$ cat src/rtl/risc_pkg.sv
// Shared fetch-path definitions: PC width, default return-stack depth and the
// decode of the {Push, Pop} request pair.
package risc_pkg;

  localparam int ADDR_W    = 8;
  localparam int RAS_DEPTH = 4;

  // Values are chosen so that ras_op_e'({Push, Pop}) decodes directly.
  typedef enum logic [1:0] {
    RAS_NOP  = 2'b00,
    RAS_POP  = 2'b01,
    RAS_PUSH = 2'b10,
    RAS_REPL = 2'b11
  } ras_op_e;

endpackage

$ cat src/rtl/rtn_addr_stack.sv
// Return-address stack: circular LIFO of call return addresses with registered
// top-of-stack, empty/full status and sticky overflow/underflow flags.
module rtn_addr_stack #(
  parameter int DEPTH  = risc_pkg::RAS_DEPTH,
  parameter int ADDR_W = risc_pkg::ADDR_W
) (
  input  logic              clk,
  input  logic              reset,
  input  logic [ADDR_W-1:0] PC,
  input  logic              Push,
  input  logic              Pop,
  input  logic              Err_Clr,
  output logic [ADDR_W-1:0] Return_Addr,
  output logic              Stack_Empty,
  output logic              Stack_Full,
  output logic              Stack_Ovfl,
  output logic              Stack_Undfl
);
  import risc_pkg::*;

  localparam int PTR_W = $clog2(DEPTH);
  localparam int CNT_W = PTR_W + 1;

  logic [ADDR_W-1:0] mem_q [DEPTH];
  logic [PTR_W-1:0]  tp_q, tp_d;
  logic [CNT_W-1:0]  cnt_q, cnt_d;
  logic [ADDR_W-1:0] ra_q, ra_d;
  logic              empty_q, empty_d;
  logic              full_q, full_d;
  logic              ovfl_q, ovfl_d;
  logic              undfl_q, undfl_d;

  logic              wr_en;
  logic [PTR_W-1:0]  wr_ptr;
  logic [ADDR_W-1:0] push_val;
  logic              is_empty, is_full;
  logic              ovfl_ev, undfl_ev;
  ras_op_e           op;

  always_comb begin
    // NOTE: every always_comb output is defaulted first so no path leaves it
    // unassigned, which would otherwise infer a latch.
    op       = ras_op_e'({Push, Pop});
    push_val = PC + ADDR_W'(1);
    is_empty = (cnt_q == '0);
    is_full  = (cnt_q == CNT_W'(DEPTH));
    tp_d     = tp_q;
    cnt_d    = cnt_q;
    wr_en    = 1'b0;
    wr_ptr   = tp_q;
    ovfl_ev  = 1'b0;
    undfl_ev = 1'b0;

    unique case (op)
      RAS_PUSH: begin
        // On a full stack tp+1 is the oldest slot, so the push overwrites it.
        tp_d   = tp_q + PTR_W'(1);
        wr_en  = 1'b1;
        wr_ptr = tp_q + PTR_W'(1);
        if (is_full) ovfl_ev = 1'b1;
        else         cnt_d   = cnt_q + CNT_W'(1);
      end
      RAS_POP: begin
        if (is_empty) begin
          undfl_ev = 1'b1;
        end else begin
          tp_d  = tp_q - PTR_W'(1);
          cnt_d = cnt_q - CNT_W'(1);
        end
      end
      RAS_REPL: begin
        // Tail call replaces the top; with nothing to replace it is a push.
        wr_en = 1'b1;
        if (is_empty) begin
          tp_d   = tp_q + PTR_W'(1);
          wr_ptr = tp_q + PTR_W'(1);
          cnt_d  = CNT_W'(1);
        end
      end
      default: ;
    endcase

    // Any write this cycle lands at the new top, so forward it to the output.
    if (cnt_d == '0) ra_d = '0;
    else if (wr_en)  ra_d = push_val;
    else             ra_d = mem_q[tp_d];

    empty_d = (cnt_d == '0);
    full_d  = (cnt_d == CNT_W'(DEPTH));
    ovfl_d  = (ovfl_q  & ~Err_Clr) | ovfl_ev;
    undfl_d = (undfl_q & ~Err_Clr) | undfl_ev;
  end

  always_ff @(posedge clk) begin
    // NOTE: sequential state uses non-blocking assignments so every register
    // samples pre-edge values regardless of statement order.
    if (reset) begin
      tp_q    <= '0;
      cnt_q   <= '0;
      ra_q    <= '0;
      empty_q <= 1'b1;
      full_q  <= 1'b0;
      ovfl_q  <= 1'b0;
      undfl_q <= 1'b0;
    end else begin
      tp_q    <= tp_d;
      cnt_q   <= cnt_d;
      ra_q    <= ra_d;
      empty_q <= empty_d;
      full_q  <= full_d;
      ovfl_q  <= ovfl_d;
      undfl_q <= undfl_d;
    end
  end

  // NOTE: the entry array has no reset; cnt gates every read, so stale
  // contents are never observed and the flops stay plain enables.
  always_ff @(posedge clk) begin
    if (wr_en) mem_q[wr_ptr] <= push_val;
  end

  assign Return_Addr = ra_q;
  assign Stack_Empty = empty_q;
  assign Stack_Full  = full_q;
  assign Stack_Ovfl  = ovfl_q;
  assign Stack_Undfl = undfl_q;

endmodule
$ cat config.mk
export PLATFORM = sky130hd
export DESIGN_NAME = rtn_addr_stack
export DESIGN_NICKNAME = d
export VERILOG_FILES = /design/src/rtl/risc_pkg.sv /design/src/rtl/rtn_addr_stack.sv
export SDC_FILE = /design/constraint.sdc
export NUM_CORES = 1
export LEC_CHECK = 0
export ABC_AREA = 1
export ABC_CLOCK_PERIOD_IN_PS = 2060
export CELL_PAD_IN_SITES_DETAIL_PLACEMENT = 1
export CELL_PAD_IN_SITES_GLOBAL_PLACEMENT = 1
export CORE_ASPECT_RATIO = 1.4
export CORE_MARGIN = 1.5
export CORE_UTILIZATION = 38
export CTS_CLUSTER_DIAMETER = 150
export DETAILED_ROUTE_END_ITERATION = 8
export GPL_TIMING_DRIVEN = 0
export PLACE_DENSITY_LB_ADDON = 0.1
export SLEW_MARGIN = 20
export SYNTH_ARGS = -nofsm -noshare
export SYNTH_HDL_FRONTEND = slang
export SYNTH_SLANG_ARGS = --single-unit
$ cat constraint.sdc
create_clock -name clk -period 2.06 [get_ports clk]
set_input_delay 0.618 -clock clk [delete_from_list [all_inputs] [get_ports clk]]
set_output_delay 0.618 -clock clk [all_outputs]
set_load 0.01 [all_outputs]
==> flow_summary.toml, run 1 <==
[logic_synthesis]
synth_common_cells = "nand2_1 (59), nand3_1 (55), inv_1 (50)"
synth_seq_cells = 49
avgSynthCellArea_sq_um = 8.39
synth.most_common_cell = "nand2_1"
ys_async_sr_fraction_pct = 0
synthDistinctLibCells = 28
synthTopCellsByArea = "edfxtp_1 (39%), dfxtp_1 (14%), nand3_1 (11%), nand2_1 (8.9%), inv_1 (7.6%)"
synth_edf_count = 32
synth_area_sq_um = 2470
synth_top_cell_area_share_pct = 38.8
yosys_warnings = 0
synth_largest_area_cell = "edfxtp_1"
syn_inst = 295
ys.flop_type = "edfxtp_1"
ys_seq_area_share_pct = 52.6
syn_nets = 312

[clocking]
cts_made_buffers = 5
cts_buffer_depth = 2
numClockSinks = 49
clock_latency_ps = 300
tritoncts = "built"
path_clk_slew_ps = 90
cts_hold_buf = 0
clockRootBuffer = "clkbuf_8"
htree_levels = 2

[grt]
grt_pass1_wl_um = 10700
first_global_vias = 2218
grt_use_met2_pct = 38.7
grt_use_total_pct = 20.2
antenna_found_initial = 0
grt_busiest_layer = "met2"
grt_start_max_net_pins = 16
grtUsageMet3_pct = 3.17
grt_overflow_total = 0
grt_use_met1_pct = 21.8

[timing]
setup_viol = 0
tns_ps = 0
period_minus_slack_ps = 1950
timing.final.crit_share_pct = 94.6
setup_ws_ps = 110
slew_viol_final = 0
skew_ps = 6.24
worst_pin_slew_ps = 634
fmax_mhz = 513
rsz0062_at_grt = "false"
hold_viol = 0
relSlewSlack_pct = 57.7

[power_and_ir_drop]
powerDensity_nw_per_um2 = 872
p_leak_nw = 1.42
max-vdd-ir-drop_mv = 0.495

[critical_path]
path_cells = "dlygate4sd2_1 -> buf_6 -> nand2_1 -> inv_2 -> nand3_2 -> nand3_2 -> o211ai_1 -> inv_2"
crit_slowest_cell = "dlygate4sd2_1"
rr_endpoint = "Return_Addr[1]"
cp_slowest_stage_delay_ps = 310
crit_required_ps = 2060
ff2ff_setup_slack_ps = 210
worst-path-max-fanout = 10
crit_path_start_kind = "input port"
critPathKind = "in2reg"
r2r-start = "cnt_q[0]"
reg2reg_depth = 13
end_kind = "flip-flop"
cp.arrival_ps = 1950

[placed_design]
place_ws_ps = -940
hpwl_um = 4820
globalplace.congestion = 0.801
portBuffers = 24

[floorplanning]
die_area_sq_um = 7010
die_x_um = 71.2
core_sq_um = 6250
boundaryPins = 25
initial_core_util_pct = 39.6
die_h_um = 98.5
num_rows = 34

[flow_run]
drv_cap = 0

[cells_and_area]
fill_cells = 756
layout.nets = 346
drive_above_1_share_pct = 17.9
final_util_pct = 49.2
syn_to_final_growth_pct = 24.2
diodes = 0

[route]
vias = 2035
drcViolationCount = 0
drtIter0Drc = 91
wl_per_cell_um = 16.5
routed_wl_um = 6630
drt_pass1_iterations = 4
routed_via_density = 5.06
ant_nets = 0

[hold_path]
min_from = "Stack_Undfl"
min_path_type = "reg2reg"
hold_path_end = "Stack_Undfl"
min_path_cells = 2

[outcome]
outcome = "completed"
[worst max path at each step]
stage | end | slack (ps) | start | depth (start not counted)
final | mem_q[3][3] | 110 | Push | 8
after global routing | Return_Addr[4] | 3 | PC[1] | 7
after CTS | Return_Addr[1] | 3 | cnt_q[0] | 13
after detailed placement | mem_q[1][2] | -940 | Push | 6
after global placement | mem_q[1][2] | -920 | Push | 6
after floorplan | mem_q[2][0] | 100 | cnt_q[1] | 8
[sequential cells by signal, summed over array words and instances, names as in the netlist]
register and count:
tp_q 2, Stack_Empty 1, Stack_Ovfl 1, Return_Addr 8, mem_q 32, cnt_q 3, Stack_Full 1, Stack_Undfl 1
[layout by cell type, fill, tap and decap left out, drive strengths merged]
cell	count
nor3	1
clkdlybuf4s50	20
ha	4
nand2	66
or2	6
and3	1
inv	56
a21oi	5
dlygate4sd2	1
clkbuf	8
o21ai	4
nand3	58
edfxtp	32
clkinv	2
xor2	2
dfxtp	17
dlymetal6s2s	2
buf	8
xnor2	3
nand4	1
nor2	31
o211ai	1
nand3b	1
[report_power, final]
part / internal, W / switching (W) / leakage, nW / total (W)
sequential: 0.00116 / 0.0000432 / 0.435 / 0.00121
clock: 0.000273 / 0.000329 / 0.0512 / 0.000602
combinational: 0.000337 / 0.000534 / 0.938 / 0.000870
[cell families after synthesis]
family	synth area share, %
AND/OR/NAND/NOR	31.4
flip-flops	52.6
XOR/XNOR	1.77
AO/OA/AOI/OAI	2.12
adder cells (fa/ha/maj)	2.02
buffers and inverters	10.1
[what timing repair did]
action / in CTS / in global routing
buffers inserted: 3 / 0
resized for setup: 20 / 17
pin swaps: 3 / 1
setup endpoints to repair: 42 / 38
[per-stage QoR]
stage,power (W),instances,area [sq um],hold WS [ps]
final,0.00268,402,3070,470
after CTS,0.00266,402,3030,474
after global routing,0.00282,402,3070,498
after global placement,0.00197,391,2810,454
after floorplan,0.00170,295,2470,481
after detailed placement,0.00200,391,2810,460
[critical path: cells and delay by family]
kind	cells	cell delay (ps)
and+or+nand+nor	3	390
buffers and inverters	4	800
AOI/OAI and AO/OA	1	130
[final cells by class]
class	count	area, sq um	share of cell area [%]
plain buffers	6	50.0	1.63
clock buffers	6	82.6	2.69
clock inverters	2	13.8	0.448
inverters	56	210	6.84
multi-input cells	184	1040	33.8
flip-flops and latches	49	1300	42.3
well taps	72	90.1	2.93
repair buffers	27	287	9.32
[metal layers]
metal,wire [um],vias up
li1,-,1009
met1,2610,975
met2,3700,39
met3,172,12
met4,147,0
met5,0,-
No activity file was read; power rests on OpenSTA's default activity.
==> run 2: changes to the inputs <==
--- a/config.mk
+++ b/config.mk
@@ -12,6 +12,7 @@
 export CORE_ASPECT_RATIO = 1.4
 export CORE_MARGIN = 1.5
 export CORE_UTILIZATION = 38
+export CTS_BUF_LIST = sky130_fd_sc_hd__clkbuf_16
 export CTS_CLUSTER_DIAMETER = 150
 export DETAILED_ROUTE_END_ITERATION = 8
 export GPL_TIMING_DRIVEN = 0
==> run 2 against run 1 <==
  * Flip-flop and latch count did not move
  * Clock skew fell by 2.8 ps
  * Wire length rose by 1.1%
  * Via count rose by 0.25%
  * Critical path depth did not move
  * Largest cell class unchanged
==> flow_summary.toml, run 2 (synthesis gave the netlist of run 1 again) <==
[outcome]
outcome = "completed"

[critical_path]
crit_path_start_kind = "input port"
critPathKind = "in2reg"
cp.arrival_ps = 1930
end_kind = "flip-flop"
worst-path-max-fanout = 10
crit_required_ps = 2040

[cells_and_area]
seqCellArea_sq_um = 1300
largest_register_ffs = 32
syn_to_final_growth_pct = 26.4
top_register = "mem_q"
layout.nets = 346
fill_cells = 743
multi_input_area_sq_um = 1050
layout_common_cells = "nand2_1 (58), nand3_1 (50), inv_1 (47), edfxtp_1 (32), nor2_1 (23)"
layout_commonest_cell = "nand2_1"
diodes = 0
drive_above_1_share_pct = 18.5

[clocking]
tritoncts = "built"
clockRootBuffer = "clkbuf_16"
path_clk_slew_ps = 70
cts_hold_buf = 0
numClockSinks = 49
cts_made_buffers = 5
cts_buffer_depth = 2
clock_latency_ps = 290
htree_levels = 2

[floorplanning]
initial_core_util_pct = 39.6
boundaryPins = 25
die_area_sq_um = 7010
core_sq_um = 6250
num_rows = 34
die_h_um = 98.5
die_x_um = 71.2

[timing]
setup_viol = 0
relSlewSlack_pct = 55.4
slew_viol_final = 0
hold_viol = 0
rsz0062_at_grt = "false"
skew_ps = 3.43
period_minus_slack_ps = 1950
setup_ws_ps = 111
fmax_mhz = 513
worst_pin_slew_ps = 668
timing.final.crit_share_pct = 94.6

[grt]
first_global_vias = 2242
antenna_found_initial = 0
grt_overflow_total = 0
grt_start_max_net_pins = 16
grt_use_total_pct = 20.6
grt_pass1_wl_um = 10900

[power_and_ir_drop]
p_int_w = 0.00195
powerDensity_nw_per_um2 = 921
p_leak_nw = 1.44
total_power_w = 0.00288
switching_share_pct = 32.4
pwr-share-clk_pct = 27.9
pwr-share-comb_pct = 30.2
seqPwrFrac_pct = 41.9
p_sw_w = 0.000934
max-vdd-ir-drop_mv = 0.336

[placed_design]
place_ws_ps = -940
hpwl_um = 4820
portBuffers = 24
globalplace.congestion = 0.801

[route]
drt_pass1_iterations = 4
vias = 2040
drcViolationCount = 0
routed_wl_um = 6700
drtIter0Drc = 96
routed_via_density = 5.07
wl_per_cell_um = 16.7
ant_nets = 0

[hold_path]
min_path_type = "reg2reg"

[flow_run]
drv_cap = 0
## run 2: worst paths after layout
check              startpoint             end  slack [ps]  cells past startpoint
setup / recovery         Push     mem_q[3][3]         110                      8
hold / removal    Stack_Undfl     Stack_Undfl         470                      2
setup reg to reg     cnt_q[0]  Return_Addr[1]         220                     13
hold reg to reg   Stack_Undfl     Stack_Undfl         470                      2
## run 2: repair_timing
item | 4_1_cts | 5_1_grt
gates resized for setup | 23 | 16
endpoints found under the setup margin | 42 | 32
pin swaps | 3 | 1
setup buffers | 3 | 0
## run 2: critical path, stage by stage
cell,delay [ps]
dlygate4sd2_1,310
buf_6,190
nand2_1,70
inv_2,90
nand3_2,130
nand3_2,180
o211ai_1,120
inv_2,210
## run 2: layout make-up
class / instances / area share, %
clock inverter: 3 / 0.560
buffer: 6 / 1.60
sequential: 49 / 41.6
timing repair buffer: 27 / 9.04
clock buffer: 5 / 4.00
tap: 72 / 2.88
multi-input combinational: 184 / 33.6
inverter: 56 / 6.72
## run 2: power groups by stage
stage | Combinational [W] | Sequential [W] | Clock (W)
6_report | 0.000870 | 0.00121 | 0.000803
5_1_grt | 0.000963 | 0.00122 | 0.000848
4_1_cts | 0.000855 | 0.00121 | 0.000813
3_5_place_dp | 0.000767 | 0.00123 | 0
3_3_place_gp | 0.000750 | 0.00122 | 0
2_1_floorplan | 0.000463 | 0.00124 | 0
## run 2: stage by stage
step / std cells / utilization (%) / area [sq um] / hold slack [ps] / setup TNS (ps)
floorplan: 295 / - / 2470 / 481 / 0
global placement: 391 / 44.9 / 2810 / 454 / -32920
detailed placement: 391 / 44.9 / 2810 / 460 / -35410
CTS: 402 / 49.3 / 3080 / 470 / 0
global route: 402 / 50.0 / 3130 / 493 / 0
finish: 402 / 50.0 / 3130 / 466 / 0
## run 2: metal layers
layer	part of all wire [%]	GRT usage, %	vias to the layer above
li1	-	-	1009
met1	38	21.7	978
met2	56	39.5	38
met3	3.6	2.86	15
met4	3.0	9.00	0
met5	0	0	-
